## config.mk

```make
export PLATFORM = sky130hd
export DESIGN_NAME = simplez_runctl
export DESIGN_NICKNAME = d
export VERILOG_FILES = /design/src/rtl/simplez_runctl.sv
export SDC_FILE = /design/constraint.sdc
export NUM_CORES = 1
export LEC_CHECK = 0
export CORE_MARGIN = 2
export CORE_UTILIZATION = 60
export CTS_BUF_LIST = sky130_fd_sc_hd__clkbuf_4 sky130_fd_sc_hd__clkbuf_8
export DETAILED_ROUTE_END_ITERATION = 6
export PLACE_DENSITY = 0.95
export SLEW_MARGIN = 20
export SYNTH_ARGS = -nofsm -noshare
export SYNTH_HDL_FRONTEND = slang
export SYNTH_SLANG_ARGS = --single-unit
```

## constraint.sdc

```tcl
create_clock -name clk -period 6.67 [get_ports clk]
set_clock_uncertainty 0.05 [all_clocks]
set_input_delay 1.334 -clock clk [delete_from_list [all_inputs] [get_ports clk]]
set_output_delay 1.334 -clock clk [all_outputs]
set_load 0.05 [all_outputs]
```

## src/rtl/simplez_runctl.sv

```systemverilog
// simplez_runctl: run controller and LED trace monitor for the simplez CPU.
// Ports: clk/rst; start; cpu_rstn/cpu_stop/cpu_leds; busy/done/timeout;
//        cycles; trace_count/overflow; rd_addr -> rd_data (comb read).
module simplez_runctl #(
  parameter int RST_CYCLES = 1,
  parameter int TIMEOUT    = 50,
  parameter int CNT_W      = 16,
  parameter int LED_W      = 4,
  parameter int TRACE_AW   = 3
) (
  input  logic                clk,
  input  logic                rst,
  input  logic                start,
  output logic                cpu_rstn,
  input  logic                cpu_stop,
  input  logic [LED_W-1:0]    cpu_leds,
  output logic                busy,
  output logic                done,
  output logic                timeout,
  output logic [CNT_W-1:0]    cycles,
  output logic [TRACE_AW:0]   trace_count,
  output logic                overflow,
  input  logic [TRACE_AW-1:0] rd_addr,
  output logic [LED_W-1:0]    rd_data
);

  localparam int DEPTH = 1 << TRACE_AW;
  localparam int RW = (RST_CYCLES > 1) ? $clog2(RST_CYCLES) : 1;
  localparam logic [RW-1:0] RST_LAST = RW'(RST_CYCLES - 1);
  localparam logic [CNT_W-1:0] TO = CNT_W'(TIMEOUT);
  localparam logic [TRACE_AW:0] FULL = {1'b1, {TRACE_AW{1'b0}}};

  typedef enum logic [2:0] {
    S_IDLE,
    S_RESET,
    S_RUN,
    S_HALTED,
    S_TIMEOUT
  } state_t;

  state_t            state;
  logic [RW-1:0]     rcnt;
  logic              first;
  logic [LED_W-1:0]  last_leds;
  logic [LED_W-1:0]  mem [DEPTH];

  logic [CNT_W-1:0]  cyc_nx;
  logic              trace_wr;

  assign cyc_nx   = cycles + 1'b1;
  // First RUN cycle always records, later ones only on a change.
  assign trace_wr = first || (cpu_leds != last_leds);

  always_comb begin
    rd_data = '0;
    if ({1'b0, rd_addr} < trace_count)
      rd_data = mem[rd_addr];
  end

  always_ff @(posedge clk) begin
    if (rst) begin
      state       <= S_IDLE;
      rcnt        <= '0;
      first       <= 1'b0;
      last_leds   <= '0;
      cpu_rstn    <= 1'b0;
      busy        <= 1'b0;
      done        <= 1'b0;
      timeout     <= 1'b0;
      cycles      <= '0;
      trace_count <= '0;
      overflow    <= 1'b0;
    end else begin
      unique case (state)
        S_IDLE, S_HALTED, S_TIMEOUT: begin
          if (start) begin
            state       <= S_RESET;
            rcnt        <= '0;
            cpu_rstn    <= 1'b0;
            busy        <= 1'b1;
            done        <= 1'b0;
            timeout     <= 1'b0;
            cycles      <= '0;
            trace_count <= '0;
            overflow    <= 1'b0;
          end
        end
        S_RESET: begin
          if (rcnt == RST_LAST) begin
            state    <= S_RUN;
            cpu_rstn <= 1'b1;
            cycles   <= '0;
            first    <= 1'b1;
          end else begin
            rcnt <= rcnt + 1'b1;
          end
        end
        S_RUN: begin
          cycles    <= cyc_nx;
          first     <= 1'b0;
          last_leds <= cpu_leds;
          if (trace_wr) begin
            if (trace_count == FULL) begin
              overflow <= 1'b1;
            end else begin
              mem[trace_count[TRACE_AW-1:0]] <= cpu_leds;
              trace_count <= trace_count + 1'b1;
            end
          end
          // Stop takes priority over a coincident timeout.
          if (cpu_stop) begin
            state <= S_HALTED;
            busy  <= 1'b0;
            done  <= 1'b1;
          end else if (cyc_nx == TO) begin
            state    <= S_TIMEOUT;
            busy     <= 1'b0;
            timeout  <= 1'b1;
            cpu_rstn <= 1'b0;
          end
        end
        default: begin
          state <= S_IDLE;
          busy  <= 1'b0;
        end
      endcase
    end
  end

endmodule

```

==> metrics.txt, run 1 <==
R2R cell count 5; register area share after synthesis 50.6%; largest fanout on the critical path 9; Initial Utilization 62.3%; Ys Warns 0; Worst setup SP type input port; synthesized area per cell 10.5 um2; Critical Path Max Stage Delay 0.82 ns; pin count of the biggest net entering global routing 31; clock share of power 37.9%; Max stage delay cell, worst path clkdlybuf4s50_1; PortBufs 39; Avg WL per Cell 16.5 um; worst-case clock buffer depth 2; core area 5140 um2; IO Pins 40; Worst Hold Path EP last_leds[2]$_SDFFE_PP0P_; Seq pwr share 50.8%; Gate Count Post-Synth 306; Die Y 77.1 um; worst skew pair latency 0.35 ns; vias in the first global route 2303; FMAX 0.195 GHz; first-pass GRT wire length 11200 um; syn nets 323; combinational share of power 11.4%; library cells used by synthesis 55; P_int 636 uW; Tightest Hold Check Type register to register; Multi-input gate area 1480 um2; DIE AREA 5940 um2; TritonCTS Buffers 9; width of the chip 77.1 um; share of cells above drive strength 1 10.5%; Fill cells 375; GRT Util Overall 24.9%; nets@finish 356; crit path buf inv count 2; worst reg2reg setup slack 3.41 ns; CTS Hold Bufs 0; Synth Register Bits 65; end of the worst register-to-register path mem[1][2]$_DFFE_PP_; DRC errors left 0; Slew headroom 34.0%; Least-Margin Pin Slew 0.974 ns; GPL Wtd Cong 0.823; Register Area 1620 um2; root buffer cell clkbuf_8; endpoints failing setup 0; Post-CTS Setup Bufs 0; Setup TNS 0 ns; critical path required time 5.29 ns; Crit Path Class input port to output port; pwr dens 226 nW/um2; Final Util 73.8%; HPWL after DPL 4790 um; RSZ-0062 raised after global routing false; total of max-cap violations 0; first-pass iteration count of the detailed router 5; Syn Std Cell Area 3200 um2; Worst setup EP type output port; antenna violations before repair 0; worst path arrival time 3.74 ns; ys flop type dfxtp_1; via count 2472; Net Sw Frac 25.7%; CTS tree done; Pleak 1.29 nW; H-tree depth 3; Sw Pwr 220 uW; Sink Count 65; max-slew violation count 0; Rows 26; final critical-path required period 5.12 ns; number of synthesized flops with an enable pin 32; GRT overflow 0; post-CTS resize count 0; vias per inst 5.97; Final Cycle Share 76.8%; Final Power 856 uW; ANT cells 0; clock-pin slew on the worst setup and hold paths 0.07 ns; ANT nets after route 0; worst hold path depth 2; crit path cell chain clkdlybuf4s50_1 > ha_1 > o21ai_0 > nand2b_1 > a21oi_1 > nor2_1 > nor2_1 > clkdlybuf4s50_1; Starting DRT DRC Count 190; total wire length 6830 um; CP delay by family, top buffers and inverters; ys async rst share 0%; Area Growth Syn to Fin 18.4%; Final Hold Viols 0; hold path startpoint last_leds[2]$_SDFFE_PP0P_; reg-to-reg startpoint state[1]$_SDFFE_PP0P_; outcome complete, no violations; VDD IR max 0.161 mV
metrics by stage:
stage | cell area, um2 | instances | hold WS [ns] | setup WS, ns
finish | 3790 | 414 | 0.417 | 1.55
global route | 3790 | 414 | 0.440 | 1.44
CTS | 3800 | 414 | 0.421 | 1.57
detailed placement | 3610 | 398 | 0.411 | 1.57
global placement | 3610 | 398 | 0.404 | 1.70
floorplan | 3200 | 306 | 0.397 | 2.64
sequential cells by signal, indices dropped and copies added, names as in the netlist, 3 cells and up:
register and flops:
state 3, mem 32, cycles 16, trace_count 4
last_leds 4
layer usage:
| metal | up-vias | share of wire [%] | GRT usage [%] |
|---|---|---|---|
| li1 | 1202 | - | - |
| met2 | 73 | 52 | 43.7 |
| met4 | 0 | 1.8 | 9.11 |
| met5 | - | 0 | 0 |
| met3 | 11 | 5.1 | 6.00 |
| met1 | 1186 | 41 | 29.7 |
placed cells by master, fill, tap and decap left out, drive strengths merged, types with 4 or more instances in the layout:
cell type / instances
o21ai: 16
a21oi: 23
clkbuf: 10
nand4: 4
nand2: 25
clkdlybuf4s50: 38
xnor2: 6
mux2i: 5
nand3: 9
a22oi: 6
inv: 8
dfxtp: 33
a311oi: 4
nand3b: 5
mux4: 8
a31oi: 4
nor4: 4
xor2: 6
ha: 6
edfxtp: 32
nor3: 8
nor2: 46
worst min-delay path, stage by stage (launching register included):
cell and delay, ns:
dfxtp_1 0.32, nand2_1 0.05, a21oi_1 0.05
kinds of logic (layout without fill, tap and decap cells):
| group | count (synthesis) | in the layout | synth area share (%) |
|---|---|---|---|
| flip-flops | 65 | 65 | 50.6 |
| AND/OR/NAND/NOR | 117 | 117 | 19.3 |
| AO/OA/AOI/OAI | 69 | 69 | 14.1 |
| buffers and inverters | 24 | 62 | 3.09 |
| XOR/XNOR | 12 | 12 | 3.28 |
| multiplexers | 13 | 13 | 7.19 |
| adder cells (fa/ha/maj) | 6 | 6 | 2.34 |
final cells by class:
type                       instances  share of cell area, %
multi-input combinational        217                   39.1
clock buffer                      10                   3.46
clock inverter                     6                   1.55
tap                               70                   2.31
sequential                        65                   42.8
timing repair buffer              39                   10.2
inverter                           7                  0.693
how the worst max path moves through the flow:
| stage | from | end | slack [ns] | cells past startpoint |
|---|---|---|---|---|
| 2_1_floorplan | rd_addr[0] | rd_data[0] | 2.64 | 6 |
| 3_3_place_gp | rd_addr[0] | rd_data[2] | 1.70 | 5 |
| 3_5_place_dp | rd_addr[1] | rd_data[0] | 1.57 | 8 |
| 4_1_cts | rd_addr[1] | rd_data[0] | 1.57 | 8 |
| 5_1_grt | rd_addr[0] | rd_data[2] | 1.44 | 5 |
| 6_report | rd_addr[1] | rd_data[0] | 1.55 | 8 |
Yosys cell counts (all sizes together) (7+ instances only):
library cell	instances	share of area, %
o21ai	16	2.5
dfxtp	33	21
nor2	46	5.4
mux4	8	5.6
a21oi	23	3.6
edfxtp	32	30
nand3	9	1.6
inv	7	0.82
nor3	8	1.6
nand2	25	2.9
clkbuf	11	1.3
power by group through the flow:
stage / logic [mW] / registers (mW) / clock network [mW]
finish: 0.0974 / 0.434 / 0.324
global route: 0.107 / 0.436 / 0.344
CTS: 0.0973 / 0.434 / 0.328
detailed placement: 0.0971 / 0.443 / 0
global placement: 0.0935 / 0.443 / 0
floorplan: 0.0588 / 0.451 / 0
Note: power is estimated with default switching activity, not from simulation.
==> run 2: changes to the inputs <==
--- a/config.mk
+++ b/config.mk
@@ -6,10 +6,10 @@
 export NUM_CORES = 1
 export LEC_CHECK = 0
 export CORE_MARGIN = 2
-export CORE_UTILIZATION = 60
+export CORE_UTILIZATION = 57
 export CTS_BUF_LIST = sky130_fd_sc_hd__clkbuf_4 sky130_fd_sc_hd__clkbuf_8
 export DETAILED_ROUTE_END_ITERATION = 6
-export PLACE_DENSITY = 0.95
+export PLACE_DENSITY = 0.93
 export SLEW_MARGIN = 20
 export SYNTH_ARGS = -nofsm -noshare
 export SYNTH_HDL_FRONTEND = slang
==> constraint.sdc (replaced) <==
create_clock -name clk -period 5.1 [get_ports clk]
set_clock_uncertainty 0.05 [all_clocks]
set_input_delay 1.02 -clock clk [delete_from_list [all_inputs] [get_ports clk]]
set_output_delay 1.02 -clock clk [all_outputs]
set_load 0.05 [all_outputs]
==> metrics.txt, run 2 (synthesis gave the netlist of run 1 again) <==
outcome complete, no violations; pre-CTS setup slack 0.528 ns (-1.04 ns); hold path startpoint last_leds[2]$_SDFFE_PP0P_; ANT nets after route 0 (unchanged); CTS Hold Bufs 0 (unchanged); Least-Margin Pin Slew 0.932 ns (-0.0421 ns); GPL Wtd Cong 0.804 (-2.4%); worst setup margin 0.512 ns (-1.04 ns); Setup TNS 0 ns (unchanged); Sink Count 65 (unchanged); Die Y 79.0 um (+2.5%); width of the chip 79.0 um (+2.5%); max reg flops 32 (unchanged); VDD IR max 0.199 mV (+23%); R2R cell count 5 (unchanged); endpoints failing setup 0 (unchanged); post-CTS resize count 0 (unchanged); PortBufs 39 (unchanged); Starting DRT DRC Count 206 (+8.4%); HPWL after DPL 4640 um (-3.2%); Worst setup SP type input port; GRT overflow 0 (unchanged); Final Cycle Share 90.0%; total of max-cap violations 0 (unchanged); worst skew pair latency 0.35 ns (about the same); clock-pin slew on the worst setup and hold paths 0.08 ns (about the same); final critical-path required period 4.59 ns; RSZ-0062 raised after global routing false; worst path arrival time 3.52 ns (-0.22 ns); TritonCTS Buffers 9 (unchanged); share of cells above drive strength 1 10.4% (-0.030 points); first-pass iteration count of the detailed router 5 (unchanged); reg-to-reg startpoint state[1]$_SDFFE_PP0P_; root buffer cell clkbuf_8; DIE AREA 6230 um2 (+5.0%); Tightest Hold Check Type register to register; total wire length 6850 um (+0.25%); most frequent cells in the layout nor2_1, clkdlybuf4s50_1, dfxtp_1; Final Power 1.14 mW (+33%); end of the worst register-to-register path mem[0][1]$_DFFE_PP_; largest fanout on the critical path 9 (unchanged); Crit Path Class input port to output port; Slew headroom 36.9% (+2.9 points); commonest non-fill, non-tap cell in the layout nor2_1; core area 5470 um2 (+6.5%); Pleak 1.29 nW (-0.23%); GRT Util Overall 23.5% (-1.3 points); vias per inst 5.93 (-0.68%); ANT cells 0 (unchanged); worst-case clock buffer depth 2 (unchanged); H-tree depth 3 (unchanged); antenna violations before repair 0 (unchanged); pin count of the biggest net entering global routing 31 (unchanged); critical path required time 4.03 ns (-1.26 ns); pwr dens 298 nW/um2 (+32%); first-pass GRT wire length 11200 um (-0.86%); Worst setup EP type output port; FMAX 0.218 GHz; Post-CTS Setup Bufs 0 (unchanged); nets@finish 357 (+0.28%); Worst Hold Path EP last_leds[2]$_SDFFE_PP0P_; IO Pins 40 (unchanged); Final Hold Viols 0 (unchanged); vias in the first global route 2339 (+1.6%); worst hold path depth 2 (unchanged); via count 2473 (+0.040%); Area Growth Syn to Fin 19.3%; Initial Utilization 58.5% (-3.8 points); worst reg2reg setup slack 1.87 ns (-1.54 ns); Rows 27 (+3.8%); max-slew violation count 0 (unchanged); DRC errors left 0 (unchanged); Avg WL per Cell 16.4 um (-0.47%); CTS tree done
==> run 2: cell count changes in the layout (fill, tap and decap cells not counted), sizes merged <==
cell | before | now
clkdlybuf4s50 | 38 | 39
clkinv | 3 | 2
clkbuf | 10 | 9
clkinvlp | 1 | 3
==> run 2: routing by layer <==
metal | up-vias | wire [um] | GRT usage (%)
li1 | 1200 | - | -
met1 | 1178 | 2900 | 28.2
met2 | 82 | 3480 | 40.3
met3 | 13 | 329 | 4.32
met4 | 0 | 148 | 12.6
met5 | - | 0 | 0
==> run 2: where the power goes <==
group	switching (mW)	total [mW]	internal, mW	leakage (nW)
logic	0.0811	0.129	0.0480	0.640
registers	0.0113	0.568	0.557	0.555
clock network	0.215	0.443	0.228	0.0921
==> run 2: worst max-delay path by stage <==
stage	start	endpoint	slack, ns
after floorplan	rd_addr[0]	rd_data[0]	1.70
after global placement	rd_addr[0]	rd_data[2]	0.75
after detailed placement	rd_addr[1]	rd_data[3]	0.53
after CTS	rd_addr[1]	rd_data[3]	0.52
after global routing	rd_addr[1]	rd_data[2]	0.42
final	rd_addr[1]	rd_data[3]	0.51
==> run 2: critical path, stage by stage <==
cell and delay [ns]:
clkdlybuf4s50_1 0.71, ha_1 0.32, o21ai_0 0.11, nand2b_1 0.11, a21oi_1 0.19, nor2_1 0.12
nor2_1 0.12, clkdlybuf4s50_1 0.80
==> run 2: final cells by class <==
cell class | count | area [um2]
fill | 413 | 1650
sequential | 65 | 1620
multi-input combinational | 217 | 1480
timing repair buffer | 40 | 398
clock buffer | 9 | 124
tap | 72 | 90.1
clock inverter | 7 | 78.8
inverter | 7 | 26.3
==> run 2: metrics by stage <==
| stage | area [um2] | instances | hold WS, ns | util (%) |
|---|---|---|---|---|
| global placement | 3620 | 401 | 0.403 | 66.1 |
| finish | 3820 | 417 | 0.418 | 69.8 |
| detailed placement | 3620 | 401 | 0.408 | 66.1 |
| CTS | 3820 | 417 | 0.419 | 69.8 |
| floorplan | 3200 | 306 | 0.397 | - |
| global route | 3820 | 417 | 0.438 | 69.8 |
